$ cat src/rtl/ball_slot_scheduler.sv
// rtl/ball_slot_scheduler.sv - ball slot pool with spawn/hit command sequencer
module ball_slot_scheduler #(
    parameter int  NUM_BALLS      = 8,
    parameter int  OBJECT_WIDTH_X = 8,
    parameter int  MAX_SIZE       = 3,
    parameter int  X_MAX          = 640,
    localparam int IDX_W          = $clog2(NUM_BALLS)
) (
    input  logic                    clk,
    input  logic                    reset,
    input  logic                    clear,
    input  logic                    cmd_valid,
    output logic                    cmd_ready,
    input  logic                    cmd_type,
    input  logic [IDX_W-1:0]        cmd_idx,
    input  logic [10:0]             cmd_x,
    input  logic [10:0]             cmd_y,
    input  logic [2:0]              cmd_size,
    input  logic                    cmd_dir,
    input  logic                    pos_we,
    input  logic [IDX_W-1:0]        pos_idx,
    input  logic [10:0]             pos_x,
    input  logic [10:0]             pos_y,
    output logic                    done,
    output logic [1:0]              status,
    output logic [NUM_BALLS-1:0]    slot_active,
    output logic [NUM_BALLS*11-1:0] slot_x,
    output logic [NUM_BALLS*11-1:0] slot_y,
    output logic [NUM_BALLS*3-1:0]  slot_size,
    output logic [NUM_BALLS-1:0]    slot_dir,
    output logic                    all_cleared
);

    localparam logic [1:0] ST_OK      = 2'b00;
    localparam logic [1:0] ST_NO_SLOT = 2'b01;
    localparam logic [1:0] ST_BAD_IDX = 2'b10;
    localparam logic [1:0] ST_POPPED  = 2'b11;

    typedef enum logic [1:0] {S_IDLE, S_SCAN, S_WRITE, S_DONE} state_t;

    state_t            state, state_next;
    logic [1:0]        status_next;
    logic              scan_hit;
    logic [IDX_W-1:0]  scan_idx;
    logic [IDX_W-1:0]  free_idx;
    logic              found;

    logic [10:0]       x_q    [NUM_BALLS];
    logic [10:0]       y_q    [NUM_BALLS];
    logic [2:0]        size_q [NUM_BALLS];

    logic              lat_type;
    logic [IDX_W-1:0]  lat_idx;
    logic [10:0]       lat_x;
    logic [10:0]       lat_y;
    logic [2:0]        lat_size;
    logic              lat_dir;
    logic              lat_pop;

    logic [2:0]        spawn_size;
    logic [11:0]       child_w, child_lim, child_sum, child_x;

    assign cmd_ready   = (state == S_IDLE);
    assign all_cleared = ~|slot_active;
    assign lat_pop     = lat_type && (lat_size == 3'd0);
    assign spawn_size  = (cmd_size > 3'(MAX_SIZE)) ? 3'(MAX_SIZE) : cmd_size;

    // Child B sits one child-width to the right of the parent, kept fully on screen
    always_comb begin
        child_w   = 12'(OBJECT_WIDTH_X) << (lat_size - 3'd1);
        child_lim = (child_w >= 12'(X_MAX)) ? 12'd0 : 12'(X_MAX) - child_w;
        child_sum = {1'b0, lat_x} + child_w;
        child_x   = (child_sum > child_lim) ? child_lim : child_sum;
    end

    always_comb begin
        slot_x    = '0;
        slot_y    = '0;
        slot_size = '0;
        for (int i = 0; i < NUM_BALLS; i++) begin
            slot_x[11*i +: 11]  = x_q[i];
            slot_y[11*i +: 11]  = y_q[i];
            slot_size[3*i +: 3] = size_q[i];
        end
    end

    always_comb begin
        state_next  = state;
        status_next = status;
        scan_hit    = 1'b0;
        case (state)
            S_IDLE: begin
                if (cmd_valid) begin
                    if (!cmd_type) begin
                        state_next = S_SCAN;
                    end else if (!slot_active[cmd_idx]) begin
                        state_next  = S_DONE;
                        status_next = ST_BAD_IDX;
                    end else if (size_q[cmd_idx] == 3'd0) begin
                        state_next = S_WRITE;
                    end else begin
                        state_next = S_SCAN;
                    end
                end
            end
            S_SCAN: begin
                scan_hit = !slot_active[scan_idx];
                if (scan_hit || scan_idx == IDX_W'(NUM_BALLS - 1)) begin
                    state_next = S_WRITE;
                end
            end
            S_WRITE: begin
                state_next = S_DONE;
                if (lat_pop) begin
                    status_next = ST_POPPED;
                end else begin
                    status_next = found ? ST_OK : ST_NO_SLOT;
                end
            end
            default: state_next = S_IDLE;
        endcase
    end

    always_ff @(posedge clk) begin
        if (reset || clear) begin
            state       <= S_IDLE;
            scan_idx    <= '0;
            free_idx    <= '0;
            found       <= 1'b0;
            lat_type    <= 1'b0;
            lat_idx     <= '0;
            lat_x       <= '0;
            lat_y       <= '0;
            lat_size    <= '0;
            lat_dir     <= 1'b0;
            done        <= 1'b0;
            status      <= ST_OK;
            slot_active <= '0;
            slot_dir    <= '0;
            for (int i = 0; i < NUM_BALLS; i++) begin
                x_q[i]    <= '0;
                y_q[i]    <= '0;
                size_q[i] <= '0;
            end
        end else begin
            state <= state_next;
            done  <= (state_next == S_DONE);
            if (state_next == S_DONE) begin
                status <= status_next;
            end

            if (state == S_IDLE && cmd_valid) begin
                lat_type <= cmd_type;
                lat_idx  <= cmd_idx;
                scan_idx <= '0;
                if (cmd_type) begin
                    lat_x    <= x_q[cmd_idx];
                    lat_y    <= y_q[cmd_idx];
                    lat_size <= size_q[cmd_idx];
                    lat_dir  <= 1'b0;
                end else begin
                    lat_x    <= cmd_x;
                    lat_y    <= cmd_y;
                    lat_size <= spawn_size;
                    lat_dir  <= cmd_dir;
                end
            end

            if (state == S_SCAN) begin
                if (state_next == S_WRITE) begin
                    found    <= scan_hit;
                    free_idx <= scan_idx;
                end else begin
                    scan_idx <= scan_idx + IDX_W'(1);
                end
            end

            if (pos_we && slot_active[pos_idx]) begin
                x_q[pos_idx] <= pos_x;
                y_q[pos_idx] <= pos_y;
            end

            // Placed after the position write so a same-slot WRITE takes priority
            if (state == S_WRITE) begin
                if (!lat_type) begin
                    if (found) begin
                        slot_active[free_idx] <= 1'b1;
                        x_q[free_idx]         <= lat_x;
                        y_q[free_idx]         <= lat_y;
                        size_q[free_idx]      <= lat_size;
                        slot_dir[free_idx]    <= lat_dir;
                    end
                end else if (lat_pop) begin
                    slot_active[lat_idx] <= 1'b0;
                    x_q[lat_idx]         <= '0;
                    y_q[lat_idx]         <= '0;
                    size_q[lat_idx]      <= '0;
                    slot_dir[lat_idx]    <= 1'b0;
                end else begin
                    x_q[lat_idx]      <= lat_x;
                    y_q[lat_idx]      <= lat_y;
                    size_q[lat_idx]   <= lat_size - 3'd1;
                    slot_dir[lat_idx] <= 1'b0;
                    if (found) begin
                        slot_active[free_idx] <= 1'b1;
                        x_q[free_idx]         <= child_x[10:0];
                        y_q[free_idx]         <= lat_y;
                        size_q[free_idx]      <= lat_size - 3'd1;
                        slot_dir[free_idx]    <= 1'b1;
                    end
                end
            end
        end
    end

endmodule
$ cat config.mk
export PLATFORM = sky130hd
export DESIGN_NAME = ball_slot_scheduler
export DESIGN_NICKNAME = d
export VERILOG_FILES = /design/src/rtl/ball_slot_scheduler.sv
export SDC_FILE = /design/constraint.sdc
export NUM_CORES = 1
export LEC_CHECK = 0
export BUFFER_PORTS_ARGS = -buffer_cell sky130_fd_sc_hd__buf_2
export CELL_PAD_IN_SITES_DETAIL_PLACEMENT = 1
export CELL_PAD_IN_SITES_GLOBAL_PLACEMENT = 2
export CORE_ASPECT_RATIO = 2
export CORE_MARGIN = 5
export CORE_UTILIZATION = 37
export CTS_BUF_LIST = sky130_fd_sc_hd__clkbuf_16
export DETAILED_ROUTE_END_ITERATION = 6
export PLACE_DENSITY_LB_ADDON = 0.1
export SETUP_SLACK_MARGIN = 0.05
export SYNTH_ARGS = -nofsm -noshare
export SYNTH_HDL_FRONTEND = slang
export SYNTH_SLANG_ARGS = --single-unit
$ cat constraint.sdc
create_clock -name clk -period 13.49 [get_ports clk]
set_clock_uncertainty 0.2 [all_clocks]
set_input_delay 2.698 -clock clk [delete_from_list [all_inputs] [get_ports clk]]
set_output_delay 2.698 -clock clk [all_outputs]
set_load 0.03 [all_outputs]
==> out/summary.txt <==
Initial antenna violation count: 2
Post-synth EDFFs: 200
Register-to-register setup slack: 7.25 ns
Min-Delay Endpoint: lat_dir$_SDFFE_PN0P_
Hold_buf cts: 0
Yosys warnings: 0
Clock transition at path regs: 0.07 ns
Cell Rows: 104
Slowest-stage cell, CP: a2111oi_4
Largest net degree at the start of global routing: 57
Hold crit path type: reg2reg
Cts repair resizes: 0
Fillers: 4,502
Antenna Nets Post-Route: 0
Worst r2r src: lat_size[1]$_SDFFE_PN0P_
Worst-skew pair later-pin latency: 0.56 ns
Port Buffers: 280
Most frequent CP cell: ha_1
1st-pass router iterations: 5
Pwr Density: 114 mW/mm2
Final setup violation count: 0
CTS Buf Count: 26
Cell Area, Synth: 0.0150 mm2
Buf/Inv on CP: 4
Share of the synthesized area in the top cell type: 40.1%
GR Layer Usage met3: 3.56%
Highest clock rate: 0.160 GHz
DR iter-0 viols: 947
Fin Setup TNS: 0 ns
Synth Instances: 1,348
CP Max Fanout: 18
Core area: 0.0402 mm2
Synth Register Bits: 258
Setup Buffers After CTS: 0
Yosys cell types: 85
Post-route clock period utilization: 46.3%
Area growth syn-to-layout: 18.3%
Status: finished, final reports clean
Starting Density: 37.2%
M1 GR Usage: 31.7%
CTS tree: yes
Cells on worst reg2reg path: 20
Die Height: 294 um
Seq/Total Area, Yosys: 47.9%
Async SR Flop Fraction: 0%
Multi-input gate area: 0.00715 mm2
Setup ws final: 7.25 ns
Clock Tree Buf Depth: 3
Max Cap Viol: 0
Vias in the first global route: 13,889
Worst hold path cell count: 2
Worst slew pin tran: 1.17 ns
HPWL after detailed placement: 48.5 mm
CTS sink count: 258
Vias per inst: 6.28
CTS Root Cell: clkbuf_16
Via Count: 13,145
Share of layout cells above drive strength 1: 29.9%
Slew Viols, Final: 0
Register area: 0.00717 mm2
H-tree Lvls: 1
Syn_area_per_cell: 11.1 um2
GRT met2 Usage: 55.0%
Post-Route WL: 68.0 mm
CP arrival: 6.34 ns
Top-count cell post-synth: edfxtp_1
Leak Pwr: 0.00698 uW
Worst path required time: 13.59 ns
Worst vdd ir: 80.8 uV
CP Capture Type: flip-flop
Grt ovf: 0
Final Wtd Congestion: 0.909
Minimum clock period: 6.24 ns
HP Start: lat_dir$_SDFFE_PN0P_
Synth area leaders: edfxtp_1, mux4_2, dfxtp_1, a22o_1, a22oi_1
Most frequent cells after synthesis: edfxtp_1, nand2_1, a22o_1, nor2_1, clkbuf_1
Critical path start-end classification: reg2reg
Slew Limit Headroom: 21.4%
CP startpoint kind: flip-flop
Final net count: 1,627
R2r endpoint: x_q[1][5]$_DFFE_PP_
Crit path max-delay family: compound AO/OA/AOI/OAI gates
Pre-CTS WS: 7.27 ns
WL/cell: 32.5 um
Crit-path cells: clkinv_1 > ha_1 > xnor2_1 > buf_4 > nand2_1 > inv_1 > ha_1 > inv_1 > fa_1 > nor2b_1 > o31a_1 > o21ai_0 > a31oi_1 > ha_1 > a211oi_1 > nor2_1 > a2111oi_4 > or2_2 > mux2i_2 > o21ai_1
Busiest grt layer: met2
Final hold vios: 0
Unrepaired setup endpoints after global routing: false
DRC: 0
Cell taking the most area after synthesis: edfxtp_1
Die W: 152 um
First-pass GRT wire length: 97.8 mm
Aggregate global-route resource usage: 29.3%
Slowest cell delay on critical path: 0.58 ns
Die Area: 0.0448 mm2
Ys flop type: edfxtp_1
IO Count: 281
-- cell usage in the layout, fill, tap and decap left out, types with 8 or more instances in the layout --
cell type / n
a211oi_1: 27
a211oi_4: 8
a21oi_1: 78
a22o_1: 88
a22oi_1: 66
a2bb2oi_1: 11
a32oi_1: 9
and2_1: 15
and3_1: 11
buf_2: 279
buf_4: 41
clkbuf_16: 27
dfxtp_1: 58
edfxtp_1: 200
ha_1: 25
inv_1: 13
mux2i_1: 38
mux4_2: 54
nand2_1: 88
nand3_1: 27
nand4_1: 12
nor2_1: 87
nor2b_1: 9
o211ai_1: 12
o21ai_0: 68
o21ai_1: 22
o221ai_1: 11
o22ai_1: 12
o31ai_1: 19
-- stage by stage --
stage	utilization (%)	cell area (um2)	cells	hold slack (ns)	power, uW
after CTS	44.0	17700	2091	0.338	2020
after global routing	44.0	17700	2092	0.367	2070
final	44.0	17700	2093	0.326	2010
after global placement	41.6	16700	2043	0.322	1190
after detailed placement	41.6	16700	2043	0.325	1190
after floorplan	-	15000	1349	0.245	1090
-- worst max path at each step --
| stage | startpoint | endpoint | slack, ns | cells after the start |
|---|---|---|---|---|
| after global placement | clear | y_q[5][0]$_DFFE_PP_ | 7.34 | 8 |
| after detailed placement | lat_size[1]$_SDFFE_PN0P_ | x_q[1][5]$_DFFE_PP_ | 7.27 | 20 |
| after floorplan | lat_size[1]$_SDFFE_PN0P_ | x_q[1][5]$_DFFE_PP_ | 8.19 | 22 |
| final | lat_size[1]$_SDFFE_PN0P_ | x_q[1][5]$_DFFE_PP_ | 7.25 | 20 |
| after CTS | lat_size[1]$_SDFFE_PN0P_ | x_q[4][4]$_DFFE_PP_ | 7.29 | 20 |
| after global routing | lat_size[1]$_SDFFE_PN0P_ | x_q[4][4]$_DFFE_PP_ | 6.81 | 20 |
-- report_power, final --
part           internal, uW  switching [uW]  total, uW
clock                   498             338        836
combinational          76.8             182        259
sequential              883            31.1        914
-- worst min-delay path: stages, from the launching register on --
cell     delay (ns)
dfxtp_1        0.36
nand2_1        0.07
a21oi_1        0.05
-- flip-flops by register name, indices dropped and copies added (netlist names), 2 cells and up --
signal	count
x_q	88
y_q	88
size_q	24
lat_x	11
lat_y	11
slot_active	8
slot_dir	8
free_idx	3
lat_idx	3
lat_size	3
scan_idx	3
state	2
status	2
-- layer usage --
| layer | routed length, um | vias up |
|---|---|---|
| met5 | 0 | - |
| met4 | 4460 | 0 |
| met3 | 3970 | 185 |
| met2 | 36100 | 646 |
| met1 | 23500 | 6639 |
| li1 | - | 5675 |
-- area by class of cell --
type                            instances  area share [%]
Sequential cell                       258            40.5
Multi-Input combinational cell        920            40.4
Timing Repair Buffer                  320            9.63
Clock buffer                           27            3.82
Tap cell                              530            3.75
Clock inverter                         21            1.61
Inverter                               15           0.318
Antenna cell                            2          0.0283
-- kinds of logic after synthesis --
kind of cell	count (synthesis)	share of synthesized area, %
AOI/OAI and AO/OA	472	22.7
and+or+nand+nor	316	10.9
DFF	258	47.9
buffers and inverters	171	4.84
muxes	95	10.9
adders and majority gates	26	2.22
xor gates and xnor gates	9	0.527
other	1	0.0251
(Power assumes the default switching activity.)
